File: src/rtl/onchip_mem_master_pkg.sv
// Shared types for the on-chip RAM test master: FSM states, mode codes, LFSR constants.
// No logic and no latency; MEM_MASTER_LFSR_EN selects which pattern helpers get used.
package onchip_mem_master_pkg;

   typedef enum logic [2:0] {
      ST_IDLE,
      ST_WRITE,
      ST_READ,
      ST_DRAIN,
      ST_DONE
   } state_t;

   localparam logic [1:0] MODE_FILL       = 2'b00;
   localparam logic [1:0] MODE_CHECK      = 2'b01;
   localparam logic [1:0] MODE_FILL_CHECK = 2'b10;

   localparam logic [31:0] LFSR_TAPS     = 32'h8020_0003;
   localparam logic [31:0] LFSR_ZERO_SUB = 32'hFFFF_FFFF;

   // Right-shifting Galois form: the bit shifted out selects the tap XOR.
   function automatic logic [31:0] lfsr_step(input logic [31:0] v);
      return v[0] ? ((v >> 1) ^ LFSR_TAPS) : (v >> 1);
   endfunction

   // An all-zero LFSR state never leaves zero, so it is swapped for all-ones.
   function automatic logic [31:0] lfsr_seed_fix(input logic [31:0] v);
      return (v == 32'h0) ? LFSR_ZERO_SUB : v;
   endfunction

endpackage

File: src/rtl/onchip_mem_pattern_gen.sv
// Test-pattern source: load takes the seed, advance steps one word; registered output, no stall.
// MEM_MASTER_LFSR_EN selects a 32-bit Galois LFSR; otherwise the pattern is seed + index.
module onchip_mem_pattern_gen
   import onchip_mem_master_pkg::*;
#(
   parameter int DATA_W = 32
) (
   input  logic              i_clk,
   input  logic              i_reset,
   input  logic              i_load,
   input  logic [DATA_W-1:0] i_seed,
   input  logic              i_advance,
   output logic [DATA_W-1:0] o_pattern
);

   logic [DATA_W-1:0] r_pat;
   logic [DATA_W-1:0] w_load_val;
   logic [DATA_W-1:0] w_next;

`ifdef MEM_MASTER_LFSR_EN
   assign w_load_val = DATA_W'(lfsr_seed_fix(32'(i_seed)));
   assign w_next     = DATA_W'(lfsr_step(32'(r_pat)));
`else
   assign w_load_val = i_seed;
   assign w_next     = r_pat + DATA_W'(1);
`endif

   always_ff @(posedge i_clk) begin
      if (i_reset) begin
         r_pat <= '0;
      end else if (i_load) begin
         r_pat <= w_load_val;
      end else if (i_advance) begin
         r_pat <= w_next;
      end
   end

   assign o_pattern = r_pat;

endmodule

File: src/rtl/onchip_mem_test_master.sv
// Avalon-MM RAM self-test master: fill L words in L cycles, check in L+1; done pulses the cycle after.
// No backpressure (fixed 1-cycle read latency slave); pattern flavour set by MEM_MASTER_LFSR_EN.
module onchip_mem_test_master
   import onchip_mem_master_pkg::*;
#(
   parameter int ADDR_W = 11,
   parameter int DATA_W = 32
) (
   input  logic                i_clk,
   input  logic                i_reset,
   input  logic                i_start,
   input  logic [1:0]          i_mode,
   input  logic [ADDR_W-1:0]   i_base_addr,
   input  logic [ADDR_W:0]     i_length,
   input  logic [DATA_W-1:0]   i_seed,
   output logic                o_busy,
   output logic                o_done,
   output logic                o_err_flag,
   output logic [ADDR_W-1:0]   o_err_addr,
   output logic [ADDR_W:0]     o_err_count,
   output logic [ADDR_W-1:0]   o_address,
   output logic [DATA_W/8-1:0] o_byteenable,
   output logic                o_chipselect,
   output logic                o_write,
   output logic [DATA_W-1:0]   o_writedata,
   input  logic [DATA_W-1:0]   i_readdata,
   output logic                o_clken
);

   localparam int LW = ADDR_W + 1;

   state_t              r_state;
   logic [1:0]          r_mode;
   logic [ADDR_W-1:0]   r_base;
   logic [LW-1:0]       r_len;
   logic [DATA_W-1:0]   r_seed;
   logic [LW-1:0]       r_index;
   logic                r_pipe_vld;
   logic [DATA_W-1:0]   r_exp_dat;
   logic [ADDR_W-1:0]   r_exp_addr;

   logic                w_last;
   logic                w_start;
   logic                w_reload;
   logic                w_load;
   logic                w_advance;
   logic [DATA_W-1:0]   w_seed;
   logic [DATA_W-1:0]   w_pattern;

   assign w_last    = (r_index == r_len - LW'(1));
   assign w_start   = (r_state == ST_IDLE) && i_start;
   assign w_reload  = (r_state == ST_WRITE) && w_last && (r_mode != MODE_FILL);
   assign w_load    = w_start || w_reload;
   assign w_advance = (r_state == ST_WRITE) || (r_state == ST_READ);
   assign w_seed    = w_start ? i_seed : r_seed;

   onchip_mem_pattern_gen #(.DATA_W(DATA_W)) u_pattern_gen (
      .i_clk     (i_clk),
      .i_reset   (i_reset),
      .i_load    (w_load),
      .i_seed    (w_seed),
      .i_advance (w_advance),
      .o_pattern (w_pattern)
   );

   assign o_writedata = w_pattern;

   always_ff @(posedge i_clk) begin
      if (i_reset) begin
         r_state      <= ST_IDLE;
         r_mode       <= MODE_FILL;
         r_base       <= '0;
         r_len        <= '0;
         r_seed       <= '0;
         r_index      <= '0;
         r_pipe_vld   <= 1'b0;
         r_exp_dat    <= '0;
         r_exp_addr   <= '0;
         o_busy       <= 1'b0;
         o_done       <= 1'b0;
         o_err_flag   <= 1'b0;
         o_err_addr   <= '0;
         o_err_count  <= '0;
         o_address    <= '0;
         o_byteenable <= '0;
         o_chipselect <= 1'b0;
         o_write      <= 1'b0;
         o_clken      <= 1'b0;
      end else begin
         o_clken    <= 1'b1;
         o_done     <= 1'b0;
         r_pipe_vld <= 1'b0;

         // Word read in the previous cycle is on readdata now; compare against its piped expectation.
         if (r_pipe_vld && (i_readdata != r_exp_dat)) begin
            if (!o_err_flag) begin
               o_err_flag <= 1'b1;
               o_err_addr <= r_exp_addr;
            end
            if (o_err_count != '1) begin
               o_err_count <= o_err_count + LW'(1);
            end
         end

         case (r_state)
            ST_IDLE: begin
               if (i_start) begin
                  r_mode      <= (i_mode == 2'b11) ? MODE_FILL_CHECK : i_mode;
                  r_base      <= i_base_addr;
                  r_len       <= i_length;
                  r_seed      <= i_seed;
                  r_index     <= '0;
                  o_err_flag  <= 1'b0;
                  o_err_addr  <= '0;
                  o_err_count <= '0;
                  o_busy      <= 1'b1;
                  o_address   <= i_base_addr;
                  // Empty region idles one cycle in DRAIN so done still lands two cycles after start.
                  if (i_length == '0) begin
                     r_state <= ST_DRAIN;
                  end else begin
                     o_chipselect <= 1'b1;
                     o_byteenable <= '1;
                     o_write      <= (i_mode != MODE_CHECK);
                     r_state      <= (i_mode == MODE_CHECK) ? ST_READ : ST_WRITE;
                  end
               end
            end

            ST_WRITE: begin
               if (w_last) begin
                  r_index <= '0;
                  if (r_mode == MODE_FILL) begin
                     r_state      <= ST_DONE;
                     o_busy       <= 1'b0;
                     o_done       <= 1'b1;
                     o_chipselect <= 1'b0;
                     o_byteenable <= '0;
                     o_write      <= 1'b0;
                  end else begin
                     r_state   <= ST_READ;
                     o_write   <= 1'b0;
                     o_address <= r_base;
                  end
               end else begin
                  r_index   <= r_index + LW'(1);
                  o_address <= o_address + ADDR_W'(1);
               end
            end

            ST_READ: begin
               r_pipe_vld <= 1'b1;
               r_exp_dat  <= w_pattern;
               r_exp_addr <= o_address;
               if (w_last) begin
                  r_state      <= ST_DRAIN;
                  o_chipselect <= 1'b0;
                  o_byteenable <= '0;
               end else begin
                  r_index   <= r_index + LW'(1);
                  o_address <= o_address + ADDR_W'(1);
               end
            end

            ST_DRAIN: begin
               r_state <= ST_DONE;
               o_busy  <= 1'b0;
               o_done  <= 1'b1;
            end

            ST_DONE: begin
               r_state <= ST_IDLE;
            end

            default: begin
               r_state <= ST_IDLE;
            end
         endcase
      end
   end

endmodule

File: config.mk
export PLATFORM = sky130hd
export DESIGN_NAME = onchip_mem_test_master
export DESIGN_NICKNAME = d
export VERILOG_FILES = /design/src/rtl/onchip_mem_master_pkg.sv /design/src/rtl/onchip_mem_pattern_gen.sv /design/src/rtl/onchip_mem_test_master.sv
export SDC_FILE = /design/constraint.sdc
export NUM_CORES = 1
export LEC_CHECK = 0
export CAP_MARGIN = 20
export CORE_MARGIN = 5
export CORE_UTILIZATION = 48
export DETAILED_ROUTE_END_ITERATION = 8
export HOLD_SLACK_MARGIN = 0.02
export PLACE_DENSITY_LB_ADDON = 0.12
export SLEW_MARGIN = 25
export SYNTH_ARGS = -nofsm -noshare
export SYNTH_HDL_FRONTEND = slang
export SYNTH_SLANG_ARGS = --single-unit
File: constraint.sdc
create_clock -name i_clk -period 2.5 [get_ports i_clk]
set_input_delay 0.5 -clock i_clk [delete_from_list [all_inputs] [get_ports i_clk]]
set_output_delay 0.5 -clock i_clk [all_outputs]
set_load 0.01 [all_outputs]
==> results of run 1 <==
kinds of logic after synthesis:
family                   after synthesis  synth area share
buffers and inverters                 92            0.0426
AO/OA/AOI/OAI                        262             0.179
flip-flops                           188             0.416
adder cells (fa/ha/maj)                5           0.00691
AND/OR/NAND/NOR                      497             0.253
XOR/XNOR                              88            0.0851
multiplexers                          16            0.0177
worst paths after layout:
path                                  from                         end  cells after the start
worst max register to register    r_len[0]  u_pattern_gen.o_pattern[3]                     11
worst min register to register  r_seed[21]                  r_seed[21]                      2
worst max-delay path              r_len[0]  u_pattern_gen.o_pattern[3]                     11
worst min-delay path               i_reset                     o_clken                      2
report_power, final:
part | switching [mW] | internal (mW)
logic | 0.754 | 0.692
registers | 0.161 | 3.15
clock network | 1.24 | 1.63
repair_timing:
action	4_1_cts	5_1_grt
cloned	1	2
buffers inserted	4	6
pin swaps	15	17
gates resized for setup	26	28
setup endpoints to repair	62	62
critical path: stages (launching register included):
cell	delay, ns
dfxtp_2	0.35
inv_2	0.04
ha_4	0.25
xor2_1	0.15
o211ai_1	0.10
or4b_4	0.53
a311o_2	0.41
nor3_4	0.22
buf_4	0.17
clkbuf_16	0.18
nor2_1	0.05
o32ai_1	0.25
layout make-up:
cell class	instances	area, sq um
fillers	1582	6140
multi-input cells	868	5180
flip-flops and latches	188	3770
repair buffers	266	2580
clock buffers	19	443
well taps	234	293
clock inverters	13	179
inverters	17	63.8
per-layer routing:
metal | wire length [um] | GRT usage | vias to the layer above
li1 | - | - | 4443
met2 | 13600 | 0.412 | 320
met3 | 1800 | 0.0537 | 34
met4 | 406 | 0.0620 | 0
met1 | 12700 | 0.346 | 4302
met5 | 0 | 0 | -
metrics by stage:
stage / instances / util
floorplan: 1148 / -
global placement: 1560 / 0.617
detailed placement: 1560 / 0.617
CTS: 1597 / 0.658
global route: 1605 / 0.671
finish: 1605 / 0.671
sequential cells by signal (all words and copies together) (netlist names), 3 cells and up:
register / flops
o_address: 11
r_base: 11
o_err_addr: 11
r_seed: 32
u_pattern_gen.o_pattern: 32
r_index: 12
r_len: 12
o_err_count: 12
r_state: 3
r_exp_addr: 11
r_exp_dat: 32
placed cells by master, fill, tap and decap left out, types with 19 or more instances in the layout:
cell type,Yosys,final
buf_4,6,80
a21oi_1,134,129
clkbuf_16,0,19
o32ai_1,22,19
nor2_1,97,91
nand2_1,240,237
clkdlybuf4s50_1,0,166
nor3_1,22,20
xor2_1,55,55
xnor2_1,33,33
nand4_1,20,20
o21ai_0,23,19
dfxtp_1,188,186
nand3_1,24,21
==> metrics.csv, run 1 <==
metric,value,unit
final setup margin,-0.304,ns
library cells used by synthesis,65,
design area,12500,sq um
r2r setup slk,-0.30,ns
worst-margin pin slew,0.704,ns
synthesis warning total,0,
period utilization,1.12,
Slew Limit Fails,0,
Initial Util,0.486,
CP Launch Type,register,
ANT cells,0,
I/O pin total,168,
hpwl dp,19.7,mm
vias in the first global route,8635,
Final Hold Fails,0,
Final setup viols,60,
share of post-route cells with drive strength above 1,0.136,
Yosys top cell by area,dfxtp_1,
final net count,1455,
largest net degree at the start of global routing,150,
Leak,4.71,nW
Routability Congestion,0.877,
Die Width,147,um
Mean Syn Cell Area,7.89,sq um
DP Worst Slack,-0.306,ns
port bufs,167,
Rows,50,
Die H,147,um
RSZ-0062 raised after global routing,true,
Min-Delay Path Class,primary input to register,
register area share after synthesis,0.416,
syn_nets,1245,
Final min period,2.80,ns
GRT Util Overall,0.254,
final WL,28.5,mm
Crit Path Class,register to register,
Async SR Flop Fraction,0,
top post-synthesis cells by area,"dfxtp_1, nand2_1, a21oi_1",
number of buffers created by CTS,17,
initial antenna violation count,0,
maximum VDD drop,0.550,mV
Via density,5.67,
Synth Instances,1148,
synthesized area,9050,sq um
P per Cell Area,609,nW/um^2
GRT overflow,0,
Core Box Area,18600,sq um
FMAX,0.357,GHz
first-pass GRT wire length,44.4,mm
failing checks,negative setup slack,
outcome,"finished, violations left",
Root Driver,clkbuf_16,
Synth top cells by count,"nand2_1, dfxtp_1, a21oi_1",
data required time at the worst endpoint,2.84,ns
DR iter-0 viols,738,
routed via count,9099,
DRT antenna net count,0,
# hold bufs at CTS,0,
DRC Markers,0,
placed inst area,11500,sq um
total chip power,7.62,mW
Fin Setup TNS,-11.82,ns
worst relative slew slack,0.531,
Max Clock Skew,0.0117,ns
Arrival @ worst endpoint,3.14,ns
Clock Sinks,188,
CP max FO,12,
number of flops mapped to enable cells by yosys,0,
htree depth,4,
latest clock arrival within the worst-skew pair,0.44,ns
drt pass-1 iters,5,
Area Growth Syn to Fin,38.1,%
Wirelength per Cell,17.8,um
Seq cells post-synth,188,
Critical Path End Type,register,
CTS tree,done,
clock buffer depth,2,
die area,21700,sq um
hold_ws,0.437,ns
prevailing post-synth register cell,dfxtp_1,
top-count cell post-synth,nand2_1,
max-cap violations,0,
register clock-pin slew on the reported worst setup and hold paths,0.07,ns
post-synth top area share,0.416,
Note: power is estimated with default switching activity, not from simulation.
==> run 2: changes to the inputs <==
--- a/config.mk
+++ b/config.mk
@@ -7,7 +7,8 @@
 export LEC_CHECK = 0
 export CAP_MARGIN = 20
 export CORE_MARGIN = 5
-export CORE_UTILIZATION = 48
+export CORE_UTILIZATION = 49
+export CTS_BUF_LIST = sky130_fd_sc_hd__clkbuf_2 sky130_fd_sc_hd__clkbuf_4 sky130_fd_sc_hd__clkbuf_8
 export DETAILED_ROUTE_END_ITERATION = 8
 export HOLD_SLACK_MARGIN = 0.02
 export PLACE_DENSITY_LB_ADDON = 0.12
==> metrics.csv, run 2 (synthesis results as in run 1) <==
metric,value,unit,change
RSZ-0062 raised after global routing,true,,unchanged
Crit path buffers/inverters,3,,unchanged
FMAX,0.361,GHz,was 0.357 GHz
Via density,5.74,,was 5.67
die area,21300,sq um,"was 21,700 sq um"
total chip power,7.19,mW,was 7.62 mW
clock buffer depth,2,,unchanged
worst-margin pin slew,0.592,ns,was 0.704 ns
number of buffers created by CTS,17,,unchanged
outcome,"finished, violations left",,unchanged
DR iter-0 viols,826,,was 738
Routability Congestion,0.901,,was 0.877
period utilization,1.11,,was 1.12
Leak,4.94,nW,was 4.71 nW
drt pass-1 iters,5,,unchanged
port bufs,167,,unchanged
routed via count,9335,,"was 9,099"
max-cap violations,0,,unchanged
worst relative slew slack,0.605,,was 0.531
Clock Sinks,188,,unchanged
Final setup viols,62,,was 60
fill count,1413,,"was 1,582"
Slew Limit Fails,0,,unchanged
most frequent cells in the layout,"nand2_1, dfxtp_1, clkdlybuf4s50_1",,unchanged
I/O pin total,168,,unchanged
vias in the first global route,8972,,"was 8,635"
P_int,5.10,mW,was 5.47 mW
Area Growth Syn to Fin,44.4,%,was 38.1%
Min-Delay Path Class,primary input to register,,unchanged
Final Hold Fails,0,,unchanged
Seq pwr share,0.459,,was 0.434
GRT Util Overall,0.265,,was 0.254
Die Width,146,um,was 147 um
Initial Util,0.501,,was 0.486
clock network power share,0.315,,was 0.376
Die H,146,um,was 147 um
final net count,1481,,"was 1,455"
largest delay contributor family on the critical path,compound AO/OA/AOI/OAI gates,,was simple AND/OR/NAND/NOR gates
DRC Markers,0,,unchanged
GRT overflow,0,,unchanged
data required time at the worst endpoint,2.88,ns,was 2.84 ns
Gate power share,0.225,,was 0.190
CP max-delay cell,or4b_4,,unchanged
CP Launch Type,register,,unchanged
cell mode on critical path,buf_6,,
largest stage delay on the critical path,0.51,ns,was 0.53 ns
first-pass GRT wire length,46.3,mm,was 44.4 mm
htree depth,4,,unchanged
Critical Path End Type,register,,unchanged
Arrival @ worst endpoint,3.15,ns,was 3.14 ns
Rows,49,,was 50
# hold bufs at CTS,0,,unchanged
Max Clock Skew,0.0121,ns,was 0.0117 ns
Crit Path Class,register to register,,unchanged
DRT antenna net count,0,,unchanged
failing checks,negative setup slack,,unchanged
CP max FO,8,,was 12
Finished Layout Cells,1626,,"was 1,605"
largest net degree at the start of global routing,72,,was 150
hpwl dp,20.2,mm,was 19.7 mm
Root Driver,clkbuf_8,,was clkbuf_16
placed cell count,1571,,"was 1,560"
maximum VDD drop,0.484,mV,was 0.550 mV
Wirelength per Cell,18.3,um,was 17.8 um
Net Switching,2.09,mW,was 2.15 mW
share of post-route cells with drive strength above 1,0.203,,was 0.136
register clock-pin slew on the reported worst setup and hold paths,0.10,ns,was 0.07 ns
worst-path cell chain,"inv_2, ha_4, xor2_1, o211ai_1, or4b_4, a311o_2, buf_6, nor2_4, a21oi_2, buf_6, a311oi_2",,"was inv_2, ha_4, xor2_1, o211ai_1, or4b_4, a311o_2, nor3_4, buf_4, clkbuf_16, nor2_1, o32ai_1"
initial antenna violation count,0,,unchanged
DP Worst Slack,-0.324,ns,was -0.306 ns
CTS tree,done,,unchanged
final WL,29.7,mm,was 28.5 mm
P per Cell Area,550,nW/um^2,was 609 nW/um^2
"most common cell after layout, fill and taps aside",nand2_1,,unchanged
Final min period,2.77,ns,was 2.80 ns
Switching Share,0.290,,was 0.282
Fin Setup TNS,-12.22,ns,was -11.82 ns
Core Box Area,18100,sq um,"was 18,600 sq um"
final setup margin,-0.269,ns,was -0.304 ns
latest clock arrival within the worst-skew pair,0.47,ns,was 0.44 ns
## run 2: cell types whose count changed in the layout (fill, tap and decap cells not counted), sizes merged
cell / previous run / this run
clkinvlp: 0 / 1
buf: 98 / 126
inv: 22 / 19
bufinv: 3 / 4
clkbuf: 21 / 22
diode: 0 / 1
clkinv: 5 / 2
## run 2: layout make-up
type	instances	area, sq um	area share
Inverter	17	63.8	0.00488
Antenna cell	1	2.50	0.000191
Sequential cell	188	3770	0.288
Clock buffer	22	284	0.0217
Timing Repair Buffer	292	2880	0.220
Clock inverter	9	159	0.0122
Multi-Input combinational cell	868	5630	0.431
Tap cell	229	287	0.0219
## run 2: worst paths after layout
| check | endpoint | cells past startpoint | startpoint | slack (ns) |
|---|---|---|---|---|
| worst max register to register | o_address[1] | 11 | r_len[0] | -0.27 |
| worst max-delay path | o_address[1] | 11 | r_len[0] | -0.27 |
| worst min-delay path | u_pattern_gen.o_pattern[28] | 2 | i_reset | 0.45 |
| worst min register to register | r_exp_addr[6] | 2 | r_exp_addr[6] | 0.46 |
## run 2: power by group through the flow
stage	Sequential, mW	Combinational, mW	Clock (mW)
3_3_place_gp	3.36	1.38	0
5_1_grt	3.32	1.73	2.41
6_report	3.30	1.62	2.27
4_1_cts	3.29	1.53	2.29
2_1_floorplan	3.38	0.678	0
3_5_place_dp	3.36	1.40	0
## run 2: stage by stage
stage / util / cell area [sq um] / hold slack, ns
3_5_place_dp: 0.643 / 11600 / 0.444
5_1_grt: 0.723 / 13100 / 0.459
2_1_floorplan: - / 9130 / 0.432
3_3_place_gp: 0.643 / 11600 / 0.439
6_report: 0.723 / 13100 / 0.452
4_1_cts: 0.706 / 12800 / 0.448
## run 2: routing by layer
metal / track usage / up-vias / share of wire
met5: 0 / - / 0
met3: 0.0589 / 53 / 0.072
li1: - / 4480 / -
met4: 0.0798 / 0 / 0.021
met1: 0.349 / 4450 / 0.43
met2: 0.437 / 352 / 0.47
## run 2: what timing repair did
| action | CTS | global route |
|---|---|---|
| cloned | 6 | 1 |
| resized for setup | 115 | 60 |
| pin swaps | 45 | 40 |
| setup endpoints to repair | 62 | 62 |
| setup buffers | 12 | 4 |
